==> src/rtl/sram_pkg.sv <==
// Shared types and constants for the SRAM controller: FSM state encoding,
// SRAM pad widths and the default CPU base address of SRAM word 0.
package sram_pkg;

  typedef enum logic [2:0] {
    IDLE = 3'd0,
    LOW  = 3'd1,
    HIGH = 3'd2,
    WAIT = 3'd3,
    DONE = 3'd4
  } state_t;

  localparam int SRAM_AW = 18;
  localparam int SRAM_DW = 16;

  localparam logic [31:0] BASE_ADDR_DEFAULT = 32'd1024;

endpackage

==> src/rtl/sram_ctrl.sv <==
// SRAM controller: turns one 32-bit CPU load/store into two 16-bit SRAM
// half-word accesses (low half first), followed by WAIT_CYCLES idle bus
// cycles and one DONE cycle in which ready releases the pipeline.
module sram_ctrl
  import sram_pkg::*;
#(
  parameter int          WAIT_CYCLES = 2,
  parameter logic [31:0] BASE_ADDR   = BASE_ADDR_DEFAULT
) (
  input  logic               clk,
  input  logic               rst,
  input  logic               wr_en,
  input  logic               rd_en,
  input  logic [31:0]        address,
  input  logic [31:0]        write_data,
  output logic [31:0]        read_data,
  output logic               ready,
  output logic [SRAM_AW-1:0] sram_addr,
  output logic [SRAM_DW-1:0] sram_dq_out,
  input  logic [SRAM_DW-1:0] sram_dq_in,
  output logic               sram_dq_oe,
  output logic               sram_we_n
);

  localparam int         WORD_W    = SRAM_AW - 1;
  localparam logic [3:0] WAIT_LAST = 4'(WAIT_CYCLES - 1);

  state_t                    state;
  state_t                    state_next;
  logic [3:0]                cnt;
  logic                      op_write;
  logic [WORD_W-1:0]         word;
  logic [SRAM_DW-1:0]        data_hi;
  logic [WORD_W-1:0]         word_next;

  // Word index relative to the SRAM base; the subtraction wraps modulo 2^32
  // and only the bits that reach the SRAM half-word address are kept.
  assign word_next = WORD_W'((address - BASE_ADDR) >> 2);

  // The pipeline may only advance when no request is pending or an access
  // has just finished.
  assign ready = (state == DONE) || ((state == IDLE) && !wr_en && !rd_en);

  // State register.
  always_ff @(posedge clk or posedge rst) begin
    if (rst) begin
      state <= IDLE;
    end else begin
      state <= state_next;
    end
  end

  // Next-state logic; DONE always returns to IDLE so back-to-back requests
  // are separated by one IDLE cycle.
  always_comb begin
    state_next = state;
    case (state)
      IDLE: begin
        if (wr_en || rd_en) begin
          state_next = LOW;
        end else begin
          state_next = IDLE;
        end
      end
      LOW:  state_next = HIGH;
      HIGH: state_next = WAIT;
      WAIT: begin
        if (cnt == WAIT_LAST) begin
          state_next = DONE;
        end else begin
          state_next = WAIT;
        end
      end
      DONE:    state_next = IDLE;
      default: state_next = IDLE;
    endcase
  end

  // Request latch, registered SRAM pad drive, wait counter and read capture.
  // Pad outputs are loaded one edge ahead so they are valid for the whole
  // LOW / HIGH cycle they belong to.
  always_ff @(posedge clk or posedge rst) begin
    if (rst) begin
      cnt         <= 4'd0;
      op_write    <= 1'b0;
      word        <= '0;
      data_hi     <= '0;
      read_data   <= 32'd0;
      sram_addr   <= '0;
      sram_dq_out <= '0;
      sram_dq_oe  <= 1'b0;
      sram_we_n   <= 1'b1;
    end else begin
      case (state)
        IDLE: begin
          if (wr_en || rd_en) begin
            op_write  <= wr_en;
            word      <= word_next;
            data_hi   <= write_data[31:16];
            sram_addr <= {word_next, 1'b0};
            if (wr_en) begin
              sram_dq_out <= write_data[15:0];
              sram_we_n   <= 1'b0;
              sram_dq_oe  <= 1'b1;
            end
          end
        end
        LOW: begin
          sram_addr <= {word, 1'b1};
          if (op_write) begin
            sram_dq_out <= data_hi;
          end else begin
            read_data[15:0] <= sram_dq_in;
          end
        end
        HIGH: begin
          sram_we_n  <= 1'b1;
          sram_dq_oe <= 1'b0;
          cnt        <= 4'd0;
          if (!op_write) begin
            read_data[31:16] <= sram_dq_in;
          end
        end
        WAIT: begin
          if (cnt != WAIT_LAST) begin
            cnt <= cnt + 4'd1;
          end
        end
        default: begin
        end
      endcase
    end
  end

endmodule

==> config.mk <==
export PLATFORM = sky130hd
export DESIGN_NAME = sram_ctrl
export DESIGN_NICKNAME = d
export VERILOG_FILES = /design/src/rtl/sram_pkg.sv /design/src/rtl/sram_ctrl.sv
export SDC_FILE = /design/constraint.sdc
export NUM_CORES = 1
export LEC_CHECK = 0
export ABC_AREA = 1
export BUFFER_PORTS_ARGS = -buffer_cell sky130_fd_sc_hd__buf_2
export CAP_MARGIN = 20
export CELL_PAD_IN_SITES_DETAIL_PLACEMENT = 0
export CELL_PAD_IN_SITES_GLOBAL_PLACEMENT = 1
export CORE_MARGIN = 2
export CORE_UTILIZATION = 39
export CTS_CLUSTER_SIZE = 16
export DETAILED_ROUTE_END_ITERATION = 6
export GPL_TIMING_DRIVEN = 0
export PLACE_DENSITY = 0.84
export SYNTH_ARGS = -nofsm -noshare
export SYNTH_HDL_FRONTEND = slang
export SYNTH_SLANG_ARGS = --single-unit
==> constraint.sdc <==
create_clock -name clk -period 5 [get_ports clk]
set_clock_uncertainty 0.1 [all_clocks]
set_input_delay 0.25 -clock clk [delete_from_list [all_inputs] [get_ports clk]]
set_output_delay 0.25 -clock clk [all_outputs]
set_load 0.02 [all_outputs]
==> results of run 1 <==
-- cell families (layout without fill, tap and decap cells) --
group	after synthesis	count (layout)	share of synthesized area, %
AOI/OAI and AO/OA	11	11	1.20
xor gates and xnor gates	3	3	0.549
adders and majority gates	3	3	0.785
buffers and inverters	60	220	5.70
DFF	109	109	57.0
and+or+nand+nor	397	397	34.7
-- cells in the final DEF (no fill, tap or decap), drive strengths merged --
master / instances
a21boi: 1
buf: 158
bufinv: 1
clkbuf: 15
clkinv: 4
clkinvlp: 1
dfrtp: 108
dfstp: 1
dlygate4sd3: 6
ha: 3
inv: 35
nand2: 307
nand3: 78
nand4: 1
nor2: 9
nor3: 1
o21ai: 10
or2: 1
xor2: 3
-- cell type report --
class / instances / area share [%]
Buffer: 22 / 2.13
Clock buffer: 13 / 4.46
Clock inverter: 3 / 0.702
Inverter: 38 / 2.42
Multi-Input combinational cell: 414 / 29.4
Sequential cell: 109 / 45.1
Tap cell: 147 / 3.04
Timing Repair Buffer: 144 / 12.8
-- state kept, by name (all words and copies together), names as in the netlist --
signal       count
cnt              4
data_hi         16
op_write         1
read_data       32
sram_addr       18
sram_dq_oe       1
sram_dq_out     16
sram_we_n        1
state            3
word            17
-- stage by stage --
step	setup slack (ps)	cell area, um^2	hold slack, ps
3_3_place_gp	568	5650	348
3_5_place_dp	3310	5680	276
4_1_cts	3220	6060	0.0510
6_report	3220	6060	8.62
5_1_grt	3130	6060	12.9
2_1_floorplan	1780	4780	260
-- report_power, final --
part | internal (mW) | switching (mW) | total (mW)
Clock | 0.429 | 0.308 | 0.736
Sequential | 1.31 | 0.234 | 1.55
Combinational | 0.646 | 1.30 | 1.94
-- what timing repair did --
item                                    CTS  global route
endpoints found under the setup margin    0             0
endpoints found under the hold margin    51             0
setup buffers                             0             0
hold buffers                              6             0
-- cell usage after synthesis (2+ instances only) --
cell type	instances
xor2_1	3
clkbuf_1	2
nand2_4	2
buf_4	6
o21ai_0	9
buf_2	13
nor2_1	8
dfrtp_1	108
ha_1	3
clkinv_1	2
nand2_1	304
nand3_2	2
nand3_1	75
inv_2	5
inv_1	30
-- worst max-delay path, delay by kind of cell, from the launching register on --
family,cells,cell delay (ps)
DFF,1,430
and+or+nand+nor,1,230
AOI/OAI and AO/OA,1,210
buffers and inverters,1,210
-- per-layer routing --
layer  GRT usage, %  share of wire, %  vias to the layer above
li1               -                 -                     2121
met1           25.5                46                     1962
met3           4.80               6.3                       16
met5              0              0.12                        -
met2           30.3                46                      123
met4           7.47               1.8                        2
-- final timing paths --
kind / startpoint / to / slack, ps / cells past startpoint
worst min-delay path: write_data[21] / data_hi[5]$_DFFE_PP0P_ / 9 / 3
worst max register to register: state[0]$_DFF_PP0_ / sram_dq_out[4]$_DFFE_PP0P_ / 3320 / 7
max in group asynchronous: rst / data_hi[11]$_DFFE_PP0P_ / 3650 / 4
min in group asynchronous: rst / read_data[17]$_DFFE_PP0P_ / 440 / 3
worst max-delay path: state[0]$_DFF_PP0_ / ready / 3220 / 3
worst min register to register: sram_addr[0]$_DFFE_PP0P_ / sram_addr[0]$_DFFE_PP0P_ / 370 / 2
==> metrics.csv, run 1 <==
metric,value,unit
status,"complete, no violations",
synthFlopType,dfrtp_1,
drtIter0Drc,260,
ys_ff_latch,109,
core,0.0120,mm^2
fin_total_pwr,4.23,mW
dp_cells,868,
dpl.hpwl,8770,um
crit_path_start_kind,flop,
tns,0,ps
yosys.area.top_type_share,56.5,%
ys_warn_count,0,
multi_input_area,0.00178,mm^2
cp_max_fo,3,
drt_pass1_iterations,4,
critical_path.cell_chain,"nor2_1, a21boi_0, buf_2",
grt_max_degree,63,
grt_overflow_total,0,
cp.required,4650,ps
critical_path_class,flop to output pin,
hold_class,input pin to flop,
finalNetCount,825,
synth_cells,583,
seq_area,0.00273,mm^2
port_buffers,137,
layout-drive-gt1-share,25.6,%
grt_pass1_wl,19900,um
die_w,115,um
path_clk_slew,70,ps
fin_crit_sh,35.6,%
avgSynthCellArea,8.21,um^2
slew_headroom,58.5,%
final_max_slew_viol_count,0,
numCtsBuffers,9,
yosys-top-cells-area,"dfrtp_1 (56%), nand2_1 (24%), nand3_1 (7.8%)",
maxCapViolCount,0,
slowest_delay,430,ps
gp_congestion,0.826,
synth_edf_count,0,
ys_async_sr_fraction,100,%
drtAntennaViolNets,0,
area_growth,26.6,%
grt_usage,19.1,%
drc,0,
route.vias.total,4224,
vdd_drop_max,0.292,mV
cts_resized,0,
dieArea,0.0132,mm^2
clock_sinks,109,
cts_tree,built,
period_needed,1780,ps
antenna_found_initial,1,
end_kind,output pin,
insertedDiodeCount,0,
n_fill_cell,1193,
io-pin-count,153,
cts_root_buf,clkbuf_16,
vias_per_cell,4.75,
final_cells,890,
first_global_vias,4206,
syn_area,0.00478,mm^2
rsz0062_at_grt,false,
clock_latency,350,ps
cp_slowest_cell,dfrtp_1,
drt_wl_total,11700,um
cellLeakagePower,3.52,nW
arrival,1430,ps
clockBufferDepth,2,
tightest_slew,622,ps
final_hold_viol_count,0,
power.density,698,mW/mm^2
wl_per_cell,13.2,um
ys_seq_area_share,57.0,%
max_freq,562,MHz
synth_nets,670,
die_h,115,um
start_util,39.8,%
synth_cell_type_count,26,
setup_violations,0,
rows,40,
yosysTopAreaCell,dfrtp_1,
cts_max_level,3,
final_core_util,50.4,%
(Power assumes the default switching activity.)
==> run 2, diff against run 1 <==
- CORE_UTILIZATION: 39 -> 33
- PLACE_DENSITY: 0.84 -> 0.76
- clock period: 5 -> 1.6 ns (I/O delays scaled with it)
==> run 2 against run 1 <==
  * Setup slack got worse by 3100 ps
  * Critical path depth is 3 higher
  * Worst hold slack improved by 13 ps
  * Sequential cell count unchanged
  * Final area rose by 13%
  * Clock power rose to 3.2 times the previous value
  * Via count is 7.1% higher
  * Sequential power grew to 3.1 times the previous value
  * Sequential share of layout area fell by 5.0 points
  * Routed wire length up 11%
  * Critical path type is now flop to flop
  * Critical endpoint is now read_data[17]$_DFFE_PP0P_
  * Largest cell class unchanged
  * Highest routed layer is now met4
==> metrics.csv, run 2 (synthesis results as in run 1) <==
metric,value,unit
cp_slowest_cell,dfrtp_2,
power.density,2010,mW/mm^2
crit_cells,6,
slew_headroom,49.4,%
hold_class,input pin to flop,
reg_top3,"read_data x32, sram_addr x18, word x17",
tightest_slew,757,ps
core,0.0144,mm^2
gp_congestion,0.798,
layout-drive-gt1-share,25.8,%
grt_max_degree,41,
maxCapViolCount,0,
drtIter0Drc,241,
vdd_drop_max,0.751,mV
clock_sinks,109,
dpl.hpwl,9270,um
route.vias.total,4526,
first_global_vias,4536,
cp_num_buf_inv,2,
largest-register,read_data,
port_buffers,137,
dp_cells,906,
cellLeakagePower,3.82,nW
cp.required,1720,ps
rsz0062_at_grt,false,
max_freq,663,MHz
hold_depth,5,
largest_reg_flops,32,
drt_wl_total,13100,um
holdWs,21.5,ps
cts_tree,built,
drt_pass1_iterations,5,
n_fill_cell,1420,
reg2reg_setup_slack,90,ps
crit_family,simple AND/OR/NAND/NOR gates,
antenna_found_initial,0,
final_hold_viol_count,0,
grt_usage,17.3,%
period_needed,1510,ps
r2r_cells,6,
cp_max_fo,10,
wl_met1,5930,um
end_kind,flop,
dr_wl_met2,6350,um
hold_end,sram_dq_out[3]$_DFFE_PP0P_,
critical_path.cell_chain,"buf_4, nor3_4, nand2_2, buf_2, nand2_1, nand2_1",
finalNetCount,892,
crit_path_frequent_cell,nand2_1,
cts_root_buf,clkbuf_16,
topRoutingLayerUsed,met4,
seq_area,0.00273,mm^2
setup_violations,0,
rows,44,
drc,0,
final_common_cell,nand2_1,
io-pin-count,153,
r2r-end,read_data[17]$_DFFE_PP0P_,
crit_path_start_kind,flop,
critical_path_class,flop to flop,
path_clk_slew,70,ps
grt_overflow_total,0,
clock_latency,340,ps
dr_wl_met3,563,um
die_h,124,um
slowest_delay,440,ps
dieArea,0.0155,mm^2
status,"complete, no violations",
grt_pass1_wl,21900,um
final_cells,994,
start_util,33.3,%
r2r-start,state[0]$_DFF_PP0_,
cts_max_level,3,
arrival,1630,ps
area_growth,42.5,%
placed_cell_area,0.00574,mm^2
fin_area,0.00682,mm^2
multi_input_area,0.00182,mm^2
vias_per_cell,4.55,
clockBufferDepth,2,
final_cell_mix,"nand2_1 (303), buf_2 (147), dfrtp_1 (105), nand3_1 (75), dlygate4sd3_1 (64)",
die_w,124,um
fin_crit_sh,94.3,%
insertedDiodeCount,0,
drtAntennaViolNets,0,
final_max_slew_viol_count,0,
wl_per_cell,13.1,um
numCtsBuffers,9,
hp-start,write_data[3],
run 2: routing by layer:
metal | vias up | track usage (%)
met4 | 0 | 5.95
met5 | - | 0
met2 | 124 | 29.5
met3 | 20 | 3.22
met1 | 2135 | 22.1
li1 | 2247 | -
run 2: area by class of cell:
| cell class | instances | share of cell area (%) |
|---|---|---|
| clock inverters | 3 | 0.624 |
| well taps | 184 | 3.38 |
| clock buffers | 13 | 3.96 |
| inverters | 38 | 2.28 |
| multi-input cells | 414 | 26.7 |
| plain buffers | 20 | 1.80 |
| repair buffers | 213 | 21.2 |
| flip-flops and latches | 109 | 40.1 |
run 2: power by group:
group | internal, mW | switching (mW) | total (mW)
clock network | 1.34 | 0.975 | 2.32
registers | 4.11 | 0.769 | 4.88
logic | 2.33 | 4.19 | 6.52
run 2: how the worst max path moves through the flow:
stage                            endpoint                from
4_1_cts          sram_addr[1]$_DFFE_PP0P_  state[2]$_DFF_PP0_
3_3_place_gp   sram_dq_out[3]$_DFFE_PP0P_                 rst
3_5_place_dp     sram_addr[6]$_DFFE_PP0P_  state[0]$_DFF_PP0_
2_1_floorplan          cnt[0]$_DFFE_PP0P_                 rst
6_report        read_data[17]$_DFFE_PP0P_  state[0]$_DFF_PP0_
5_1_grt          sram_addr[7]$_DFFE_PP0P_  state[1]$_DFF_PP0_
run 2: through the flow:
step                      power (mW)  setup TNS, ps  utilization, %  setup WS (ps)
after floorplan                 9.04              0               -            105
after global placement          10.9         -71470            39.7           -617
after detailed placement        11.1          -6640            40.0           -181
after CTS                       13.7              0            47.0          0.584
after global routing            14.9              0            47.5           2.52
final                           13.7              0            47.5           91.2
run 2: worst min-delay path: stages:
cell and delay [ps]:
buf_2 70, nand2_1 50, nand2_1 70, nand3_1 90
nand2_1 70
run 2: what timing repair did:
| item | CTS | global route |
|---|---|---|
| resized for setup | 12 | 9 |
| gates cloned | 0 | 0 |
| hold buffers | 64 | 0 |
| setup endpoints to repair | 71 | 66 |
| hold endpoints to repair | 126 | 0 |
| pin swaps | 2 | 5 |
| setup buffers | 4 | 6 |
